## config.mk

```make
export PLATFORM = sky130hd
export DESIGN_NAME = spawn_scheduler_flat
export DESIGN_NICKNAME = d
export VERILOG_FILES = /design/src/rtl/spawn_scheduler_if.sv /design/src/rtl/spawn_scheduler.sv /design/src/flat_wrapper.sv
export SDC_FILE = /design/constraint.sdc
export NUM_CORES = 1
export LEC_CHECK = 0
export CAP_MARGIN = 20
export CORE_ASPECT_RATIO = 0.8
export CORE_MARGIN = 5
export CORE_UTILIZATION = 45
export DETAILED_ROUTE_END_ITERATION = 10
export DONT_BUFFER_PORTS = 1
export MAX_ROUTING_LAYER = met4
export SETUP_SLACK_MARGIN = 0.5
export SLEW_MARGIN = 20
export SYNTH_ARGS = -nofsm -noshare
export SYNTH_HDL_FRONTEND = slang
export SYNTH_SLANG_ARGS = --single-unit
```

## constraint.sdc

```tcl
create_clock -name clk -period 4.2 [get_ports clk]
set_clock_uncertainty 0.05 [all_clocks]
set_input_delay 0.84 -clock clk [delete_from_list [all_inputs] [get_ports clk]]
set_output_delay 0.84 -clock clk [all_outputs]
set_load 0.1 [all_outputs]
```

## src/rtl/spawn_scheduler_if.sv

```systemverilog
// Spawn request handshake between spawn_scheduler (master) and event_core (slave).
interface spawn_scheduler_if;
  logic spawn_valid;
  logic spawn_ready;

  modport master (output spawn_valid, input spawn_ready);
  modport slave  (input spawn_valid, output spawn_ready);
endinterface

```

## src/rtl/spawn_scheduler.sv

```systemverilog
// Paces alien spawns into event_core with per-level interval/burst credits.
// Optional macro SPAWN_IMMEDIATE_EN preloads one burst of credits at level start.
module spawn_scheduler #(
  parameter int unsigned BASE_INTERVAL = 50,
  parameter int unsigned INTERVAL_STEP = 5,
  parameter int unsigned MIN_INTERVAL  = 15,
  parameter int unsigned MAX_PENDING   = 7,
  parameter int unsigned OBJ_LIMIT     = 8
) (
  input  logic                clk,
  input  logic                rst,
  input  logic                en,
  input  logic                level_start,
  input  logic [3:0]          cur_level,
  input  logic                tick,
  input  logic                script_ended,
  input  logic [3:0]          object_count,
  spawn_scheduler_if.master   spawn,
  output logic [2:0]          pending,
  output logic [7:0]          spawn_total,
  output logic [1:0]          sched_state
);

  localparam logic [7:0] BASE8     = 8'(BASE_INTERVAL);
  localparam logic [7:0] STEP8     = 8'(INTERVAL_STEP);
  localparam logic [7:0] MIN8      = 8'(MIN_INTERVAL);
  localparam logic [3:0] MAXPEND4  = 4'(MAX_PENDING);
  localparam logic [4:0] OBJLIM5   = 5'(OBJ_LIMIT);

  typedef enum logic [1:0] {IDLE = 2'd0, ACTIVE = 2'd1, DONE = 2'd2} state_t;

  state_t     state;
  logic [7:0] tick_cnt;
  logic [7:0] interval_q;
  logic [2:0] burst_q;

  function automatic logic [7:0] calc_interval(input logic [3:0] lvl);
    logic [7:0] lv;
    logic [7:0] dec;
    logic [7:0] diff;
    lv   = (lvl > 4'd7) ? 8'd7 : {4'd0, lvl};
    dec  = lv * STEP8;
    // Guard the subtraction so a large step never wraps the interval.
    diff = (BASE8 > dec) ? (BASE8 - dec) : 8'd0;
    return (diff < MIN8) ? MIN8 : diff;
  endfunction

  function automatic logic [2:0] sat_pending(input logic [3:0] v);
    return (v > MAXPEND4) ? MAXPEND4[2:0] : v[2:0];
  endfunction

  function automatic logic [7:0] sat_total(input logic [7:0] v, input logic inc);
    return (inc && (v != 8'hFF)) ? (v + 8'd1) : v;
  endfunction

  logic [7:0] interval_cfg;
  logic [2:0] burst_cfg;
  logic       xfer;
  logic       credit;
  logic [2:0] pend_act;
  logic       below_cap;

  always_comb begin
    interval_cfg = calc_interval(cur_level);
    burst_cfg    = 3'd1 + {1'b0, cur_level[3:2]};
    xfer         = spawn.spawn_valid & spawn.spawn_ready;
    credit       = tick && (tick_cnt == (interval_q - 8'd1));
    // valid implies pending > 0, so the transfer decrement never underflows.
    pend_act     = sat_pending({1'b0, pending} + (credit ? {1'b0, burst_q} : 4'd0)
                               - {3'd0, xfer});
    below_cap    = {1'b0, object_count} < OBJLIM5;
  end

  always_ff @(posedge clk) begin
    if (rst) begin
      state             <= IDLE;
      tick_cnt          <= 8'd0;
      interval_q        <= 8'd0;
      burst_q           <= 3'd0;
      pending           <= 3'd0;
      spawn_total       <= 8'd0;
      spawn.spawn_valid <= 1'b0;
    end else if (!en) begin
      state             <= IDLE;
      tick_cnt          <= 8'd0;
      pending           <= 3'd0;
      spawn.spawn_valid <= 1'b0;
    end else if (level_start) begin
      state             <= ACTIVE;
      tick_cnt          <= 8'd0;
      interval_q        <= interval_cfg;
      burst_q           <= burst_cfg;
      spawn_total       <= 8'd0;
      spawn.spawn_valid <= 1'b0;
`ifdef SPAWN_IMMEDIATE_EN
      pending           <= sat_pending({1'b0, burst_cfg});
`else
      pending           <= 3'd0;
`endif
    end else begin
      case (state)
        ACTIVE: begin
          spawn_total <= sat_total(spawn_total, xfer);
          if (tick) tick_cnt <= credit ? 8'd0 : (tick_cnt + 8'd1);
          if (script_ended) begin
            state             <= DONE;
            pending           <= 3'd0;
            spawn.spawn_valid <= 1'b0;
          end else begin
            pending           <= pend_act;
            spawn.spawn_valid <= (pend_act != 3'd0) && below_cap;
          end
        end
        DONE: begin
          pending           <= 3'd0;
          spawn.spawn_valid <= 1'b0;
        end
        default: begin
          pending           <= 3'd0;
          spawn.spawn_valid <= 1'b0;
        end
      endcase
    end
  end

  assign sched_state = state;

endmodule

```

## src/flat_wrapper.sv

```systemverilog
// flat-port wrapper written by rule: the top's interface ports become plain ports
module spawn_scheduler_flat 
#(
  parameter int unsigned BASE_INTERVAL = 50,
  parameter int unsigned INTERVAL_STEP = 5,
  parameter int unsigned MIN_INTERVAL  = 15,
  parameter int unsigned MAX_PENDING   = 7,
  parameter int unsigned OBJ_LIMIT     = 8
)
  (clk, rst, en, level_start, cur_level, tick, script_ended, object_count, pending, spawn_total, sched_state, spawn_spawn_valid, spawn_spawn_ready);
  spawn_scheduler_if spawn_i ();
  input  logic clk;
  input  logic rst;
  input  logic en;
  input  logic level_start;
  input  logic [3:0] cur_level;
  input  logic tick;
  input  logic script_ended;
  input  logic [3:0] object_count;
  output logic [2:0] pending;
  output logic [7:0] spawn_total;
  output logic [1:0] sched_state;
  output wire logic [$bits(spawn_i.spawn_valid)-1:0] spawn_spawn_valid;
  input wire logic [$bits(spawn_i.spawn_ready)-1:0] spawn_spawn_ready;
  assign spawn_spawn_valid = spawn_i.spawn_valid;
  assign spawn_i.spawn_ready = spawn_spawn_ready;
  spawn_scheduler #(.BASE_INTERVAL(BASE_INTERVAL), .INTERVAL_STEP(INTERVAL_STEP), .MIN_INTERVAL(MIN_INTERVAL), .MAX_PENDING(MAX_PENDING), .OBJ_LIMIT(OBJ_LIMIT)) u_core (.clk(clk), .rst(rst), .en(en), .level_start(level_start), .cur_level(cur_level), .tick(tick), .script_ended(script_ended), .object_count(object_count), .spawn(spawn_i), .pending(pending), .spawn_total(spawn_total), .sched_state(sched_state));
endmodule
```

==> results of run 1 <==
==> what timing repair did <==
item / CTS / global route
hold buffers: 0 / 0
endpoints found under the setup margin: 0 / 4
resized for setup: 0 / 1
buffers inserted: 0 / 2
==> final timing paths <==
check / endpoint / slack, ns / cells past startpoint
max: u_core.spawn.spawn_valid$_SDFF_PP0_ / 0.87 / 15
min: u_core.burst_q[2]$_SDFFE_PP0P_ / 0.41 / 2
max reg2reg: u_core.spawn.spawn_valid$_SDFF_PP0_ / 0.87 / 15
min reg2reg: u_core.burst_q[2]$_SDFFE_PP0P_ / 0.41 / 2
==> state kept, by name (all words and copies together), names as in the netlist <==
signal / cells
u_core.burst_q: 3
u_core.interval_q: 8
u_core.pending: 3
u_core.sched_state: 2
u_core.spawn.spawn_valid: 1
u_core.spawn_total: 8
u_core.tick_cnt: 8
==> per-layer routing <==
layer / vias to the layer above / wire (um) / GRT usage
met5: - / 0 / -
met4: 0 / 43 / 0.04745
met1: 712 / 2113 / 0.2027
li1: 861 / - / -
met2: 24 / 1606 / 0.2050
met3: 5 / 201 / 0.04038
==> power groups by stage <==
stage	Sequential (uW)	Clock [uW]	Combinational (uW)
final	328	230	83.7
after global routing	330	254	95.8
after CTS	328	236	82.4
after detailed placement	336	0	81.4
after global placement	335	0	82.0
after floorplan	336	0	69.6
==> layout make-up <==
cell class                      instances  area, um2  share of cell area
Sequential cell                        33      660.6              0.2935
Tap cell                               57      71.32             0.03168
Clock buffer                            6      72.57             0.03224
Inverter                               19      71.32             0.03168
Multi-Input combinational cell        186       1252              0.5564
Timing Repair Buffer                   15      112.6             0.05003
Clock inverter                          2      10.01            0.004447
==> cell families after synthesis <==
family	count (synthesis)
AOI/OAI and AO/OA	42
xor gates and xnor gates	26
adders and majority gates	19
buffers and inverters	28
DFF	33
muxes	1
and+or+nand+nor	98
==> critical path, delay by kind of cell, from the launching register on <==
family | cells | cell delay, ns
AOI/OAI and AO/OA | 7 | 1.40
adders and majority gates | 3 | 0.86
DFF | 1 | 0.44
xor gates and xnor gates | 1 | 0.19
and+or+nand+nor | 2 | 0.18
buffers and inverters | 2 | 0.13
==> Yosys cell counts (all sizes together) (2+ instances only) <==
library cell,count,share of area
nand2,22,0.041
nor2,36,0.067
xnor2,12,0.052
or3,3,0.0093
a21oi,14,0.035
nand4,6,0.019
clkbuf,7,0.014
a21o,2,0.0081
a211oi,8,0.032
nand3,3,0.0075
and3,2,0.0062
inv,19,0.035
nor3,6,0.015
nor2b,2,0.0062
and4,2,0.0087
buf,2,0.0050
xor2,14,0.061
or3b,2,0.0087
o21ai,7,0.017
o21bai,2,0.0075
ha,18,0.11
and2,5,0.016
nand2b,6,0.019
dfxtp,33,0.33
o2111ai,2,0.0087
==> stage by stage <==
stage | cell area, um2 | setup slack (ns)
5_1_grt | 2251 | 0.5045
2_1_floorplan | 2014 | 1.040
4_1_cts | 2228 | 0.6716
3_5_place_dp | 2146 | 0.6509
6_report | 2251 | 0.8738
3_3_place_gp | 2146 | 0.6873
==> summary.txt, run 1 <==
CTS
  • CTS tree: done
  • H-tree levels: 2
  • # clock sinks: 33
  • Reg clk slew, reported paths: 0.07 ns
  • CTS root buf: clkbuf_8
  • Clock buffer depth: 2
  • Clock latency at the later pin of the worst-skew pair: 0.28 ns
  • CTS Buf Count: 5

Yosys
  • Mapped Cells: 247
  • Syn Area/Cell: 8.156 um2
  • Mux contribution to synthesized area: 0.004969
  • Adder-cell area share of the yosys netlist: 0.1217
  • Yosys reg bits: 33
  • Syn Nets: 281
  • Synth unique cells: 41
  • Top FF cell, synth: dfxtp_1
  • Xor and xnor area share after synthesis: 0.1130
  • Total number of yosys warnings: 0
  • Synthesized area: 2014 um2
  • Sequential-to-total area share from yosys stat: 0.3280
  • EDFF count, synth: 0
  • Simple-gate share of the synthesized area: 0.2398
  • Post-synthesis async set-or-reset flop share: 0
  • Combinational family with the most area after synthesis: simple AND/OR/NAND/NOR gates
  • Complex-gate fraction of the synthesized area: 0.1385

Global routing
  • GRT Util Overall: 0.1466
  • Largest net degree at the start of global routing: 15
  • Vias in the first global route: 1,535
  • Initial antenna violation count: 0
  • First-pass GRT wire length: 6948 um
  • Grt total ovfl: 0

Place
  • Dpl cells: 308
  • Port-buffer cells: 0
  • GPL Wtd Cong: 0.8319
  • Hpwl dp: 3079 um

STA
  • Fmax: 300.6 MHz
  • Max_slew headroom: 0.3121
  • Crit path time final: 3.326 ns
  • Worst-Margin Slew: 1.031 ns
  • Hold Slack: 0.4138 ns
  • RSZ-0062 raised after global routing: no
  • Final period util: 0.7919
  • Fin. max-slew vios: 0
  • Final Hold Fails: 0
  • Final setup violation count: 0
  • Sum of negative setup slack: 0 ns

Worst setup path
  • Worst path arrival time: 3.48 ns
  • Worst R2R Start: u_core.interval_q[0]$_SDFFE_PP0P_
  • CP peak stage delay: 0.44 ns
  • Crit-path max FO: 8
  • Setup crit start: u_core.interval_q[0]$_SDFFE_PP0P_
  • Most Frequent Cell on Critical Path: ha_1
  • Crit Path Category: reg2reg
  • Critical Path End Type: register
  • Crit path required time: 4.35 ns
  • Cell Chain, Critical Path: inv_1, ha_1, o21bai_1, a211oi_1, o21ai_1, a211oi_4, nand2_1, ha_1, inv_1, ha_1, a21o_1, a21oi_1, xnor2_1, nor2_1, a211oi_1
  • Critical path's slowest cell: dfxtp_1
  • Startpoint type of the worst setup path: register

Floorplanning
  • Number of I/O pins: 29
  • Row count: 21
  • Total core area: 4257 um2
  • Die ar.: 5923 um2
  • Die X: 84.81 um
  • Initial core utilization: 0.4733
  • Die H: 69.85 um

Min path
  • Hold Path Class: reg2reg
  • Worst Hold Launch: u_core.burst_q[2]$_SDFFE_PP0P_

Outcome
  • Status: finished, final reports clean

Cells and area
  • Fin cells: 318
  • Layout cell share with drive strength beyond 1: 0.09962
  • Area added between synthesis and finish: 11.74%
  • Fillers: 424
  • Leading cell type in the layout, fill and taps excluded: nor2_1
  • Nets: 294
  • # diodes: 0
  • Most frequent cells in the layout: nor2_1 (36), dfxtp_1 (33), nand2_1 (22)
  • Final core occ: 0.5288

Route
  • Vias per Instance: 5.038
  • Final ANT Viol Nets: 0
  • Vias post-DR: 1,602
  • Drt initial violations: 84
  • Pre-antenna DRT Iters: 4
  • DRC viols: 0
  • Wirelength per Cell: 12.47 um
  • Final WL: 3965 um

Power
  • Internal power: 470.3 uW
  • Sw Share: 0.2671
  • Clock share of power: 0.358
  • VDD IR max: 0.1459 mV
  • Lkg Pwr: 0.0008958 uW
  • Sequential share of power: 0.512
  • PD cells: 285.1 nW/um2
  • Combinational fraction of design power: 0.130
  • Tot Pwr: 641.8 uW
  • Psw: 171.5 uW

Job
  • Max Cap Viol: 0
Note: power is estimated with default switching activity, not from simulation.
==> inputs of run 2 (changes only) <==
clock period = 2.7 ns   (was 4.2 ns; I/O delays follow)
==> run 2 against run 1 <==
Critical endpoint unchanged. Register-to-register slack worse by 1.1 ns. Setup slack worse by 1.1 ns. Global-route usage up 1.5 points. Die area unchanged. Largest power group unchanged. Sequential power up 55%. The run now ends with negative setup slack left. Fmax up 15%. Worst hold slack worse by 0.15 ns. Clock power up 80%. Utilization up 8.8 points. Non-clock buffer count up 22. First-iteration DRC count down 21%.
==> summary.txt, run 2 (same netlist as run 1, synthesis figures left out) <==
Worst setup path
  • Startpoint type of the worst setup path: register (unchanged)
  • CP peak stage delay: 0.37 ns (was 0.44 ns)
  • Crit-path leading delay family: compound AO/OA/AOI/OAI gates (unchanged)
  • CP Buf/Inv Count: 3 (was 2)
  • Crit Path Category: reg2reg (unchanged)
  • Worst R2R Start: u_core.interval_q[3]$_SDFFE_PP0P_ (was u_core.interval_q[0]$_SDFFE_PP0P_)
  • Crit-path max FO: 4 (was 8)
  • Cells on worst reg2reg path: 13 (was 15)
  • Worst path arrival time: 3.05 ns (was 3.48 ns)
  • Reg-to-Reg End: u_core.spawn.spawn_valid$_SDFF_PP0_ (unchanged)
  • Setup crit start: u_core.interval_q[3]$_SDFFE_PP0P_ (was u_core.interval_q[0]$_SDFFE_PP0P_)
  • Cell Chain, Critical Path: buf_4, nor3_1, and3_1, o2111ai_1, a211oi_4, nand2_1, ha_1, inv_2, buf_4, fa_2, xor2_2, nor2_1, a211oi_2 (was inv_1, ha_1, o21bai_1, a211oi_1, o21ai_1, a211oi_4, nand2_1, ha_1, inv_1, ha_1, a21o_1, a21oi_1, xnor2_1, nor2_1, a211oi_1)
  • Worst path depth: 13 (was 15)
  • Critical Path End Type: register (unchanged)
  • Most Frequent Cell on Critical Path: buf_4 (was ha_1)
  • Reg2Reg Setup Slack: -0.19 ns (was 0.87 ns)
  • Critical path's slowest cell: fa_2 (was dfxtp_1)
  • Crit path to: u_core.spawn.spawn_valid$_SDFF_PP0_ (unchanged)
  • Crit path required time: 2.86 ns (was 4.35 ns)

Place
  • GPL Wtd Cong: 0.8002 (was 0.8319)
  • Hpwl dp: 3345 um (was 3079 um)
  • Port-buffer cells: 0 (unchanged)

Global routing
  • Initial antenna violation count: 0 (unchanged)
  • GRT Util Overall: 0.1620 (was 0.1466)
  • Largest net degree at the start of global routing: 15 (unchanged)
  • Vias in the first global route: 1,680 (was 1,535)
  • Grt total ovfl: 0 (unchanged)
  • First-pass GRT wire length: 7672 um (was 6948 um)

STA
  • Final period util: 1.071 (was 0.7919)
  • RSZ-0062 raised after global routing: yes (was no)
  • Fin. max-slew vios: 0 (unchanged)
  • Final Hold Fails: 0 (unchanged)
  • Fmax: 345.7 MHz (was 300.6 MHz)
  • Sum of negative setup slack: -0.6999 ns (was 0 ns)
  • Max_slew headroom: 0.6905 (was 0.3121)
  • Final setup violation count: 4 (was 0)
  • Worst-Margin Slew: 0.4639 ns (was 1.031 ns)
  • Post-route worst setup slack: -0.1930 ns (was 0.8738 ns)
  • Crit path time final: 2.893 ns (was 3.326 ns)

Floorplanning
  • Row count: 21 (unchanged)
  • Die H: 69.85 um (unchanged)
  • Total core area: 4257 um2 (unchanged)
  • Number of I/O pins: 29 (unchanged)
  • Die ar.: 5923 um2 (unchanged)
  • Die X: 84.81 um (unchanged)
  • Initial core utilization: 0.4733 (unchanged)

Route
  • Final ANT Viol Nets: 0 (unchanged)
  • Drt initial violations: 66 (was 84)
  • DRC viols: 0 (unchanged)
  • Vias per Instance: 4.959 (was 5.038)
  • Wirelength per Cell: 12.97 um (was 12.47 um)
  • Final WL: 4411 um (was 3965 um)
  • Pre-antenna DRT Iters: 4 (unchanged)
  • Vias post-DR: 1,686 (was 1,602)

Power
  • PD cells: 422.8 nW/um2 (was 285.1 nW/um2)
  • VDD IR max: 0.3048 mV (was 0.1459 mV)
  • Tot Pwr: 1111 uW (was 641.8 uW)
  • Lkg Pwr: 0.001054 uW (was 0.0008958 uW)

CTS
  • Reg clk slew, reported paths: 0.07 ns (about the same)
  • Clock buffer depth: 2 (unchanged)
  • # clock sinks: 33 (unchanged)
  • CTS tree: done (unchanged)
  • Clock latency at the later pin of the worst-skew pair: 0.28 ns (about the same)
  • H-tree levels: 2 (unchanged)
  • Hold_buf cts: 0 (unchanged)
  • CTS root buf: clkbuf_8 (unchanged)
  • CTS Buf Count: 5 (unchanged)

Cells and area
  • Largest registers: u_core.interval_q: 8 flops, u_core.spawn_total: 8 flops, u_core.tick_cnt: 8 flops (unchanged)
  • # diodes: 0 (unchanged)
  • Area added between synthesis and finish: 30.43% (was 11.74%)
  • Leading cell type in the layout, fill and taps excluded: buf_4 (was nor2_1)
  • Layout cell share with drive strength beyond 1: 0.3145 (was 0.09962)
  • Most frequent cells in the layout: buf_4 (36), nor2_1 (33), nand2_1 (22) (was nor2_1 (36), dfxtp_1 (33), nand2_1 (22))
  • Nets: 316 (was 294)

Min path
  • Hold Path Class: in2reg (was reg2reg)

Outcome
  • Failing checks: negative setup slack
  • Status: complete, but fails checks (was finished, final reports clean)

Job
  • Max Cap Viol: 0 (unchanged)
-- run 2: cell types whose count changed in the layout (fill, tap and decap cells not counted), moves of 4 or more --
cell / change
ha_1: -6
dfxtp_1: -12
ha_4: +6
buf_4: +21
dfxtp_2: +12
inv_1: -4
a21oi_1: -4
a21oi_2: +4
-- run 2: worst min-delay path by stage --
stage | slack (ns) | startpoint | depth (start not counted) | to
global route | 0.24 | rst | 1 | u_core.spawn_total[1]$_SDFFE_PP0P_
global placement | 0.39 | u_core.burst_q[2]$_SDFFE_PP0P_ | 2 | u_core.burst_q[2]$_SDFFE_PP0P_
CTS | 0.25 | rst | 1 | u_core.spawn_total[1]$_SDFFE_PP0P_
detailed placement | 0.39 | u_core.burst_q[2]$_SDFFE_PP0P_ | 2 | u_core.burst_q[2]$_SDFFE_PP0P_
floorplan | 0.39 | u_core.burst_q[1]$_SDFFE_PP0P_ | 2 | u_core.burst_q[1]$_SDFFE_PP0P_
finish | 0.26 | object_count[3] | 1 | u_core.spawn.spawn_valid$_SDFF_PP0_
-- run 2: worst register-to-register path: stages, from the launching register on --
cell	delay [ns]
dfxtp_2	0.35
buf_4	0.15
nor3_1	0.22
and3_1	0.19
o2111ai_1	0.15
a211oi_4	0.32
nand2_1	0.10
ha_1	0.29
inv_2	0.05
buf_4	0.13
fa_2	0.37
xor2_2	0.18
nor2_1	0.08
a211oi_2	0.20
-- run 2: timing repair --
item                                    4_1_cts  5_1_grt
resized for setup                             9       11
pin swaps                                    14        5
endpoints found under the setup margin        4        9
buffers inserted                              4        0
-- run 2: power by group --
| part | total (uW) | switching [uW] | internal [uW] |
|---|---|---|---|
| clock | 415 | 184 | 230 |
| sequential | 509 | 11.6 | 497 |
| combinational | 187 | 95.0 | 92.4 |
-- run 2: metal layers --
layer / share of wire / track usage
met2: 0.44 / 0.2441
met3: 0.047 / 0.04157
met5: 0 / -
met1: 0.49 / 0.2091
met4: 0.013 / 0.05800
-- run 2: cell type report --
class	count	area (um2)
sequential	33	675.6
timing repair buffer	37	281.5
tap	57	71.32
clock inverter	1	5.005
fill	388	1629
clock buffer	7	96.34
inverter	19	83.83
multi-input combinational	186	1414
-- run 2: stage by stage --
stage               worst slack [ns]  instances    util  area, um2  hold slack (ns)
global route                 -0.3793        340  0.6173       2628           0.2407
global placement             -0.3493        328  0.5682       2419           0.3911
CTS                          -0.1831        340  0.6070       2584           0.2496
floorplan                    -0.4237        247       -       2162           0.3864
finish                       -0.1930        340  0.6173       2628           0.2606
detailed placement           -0.3907        328  0.5682       2419           0.3931
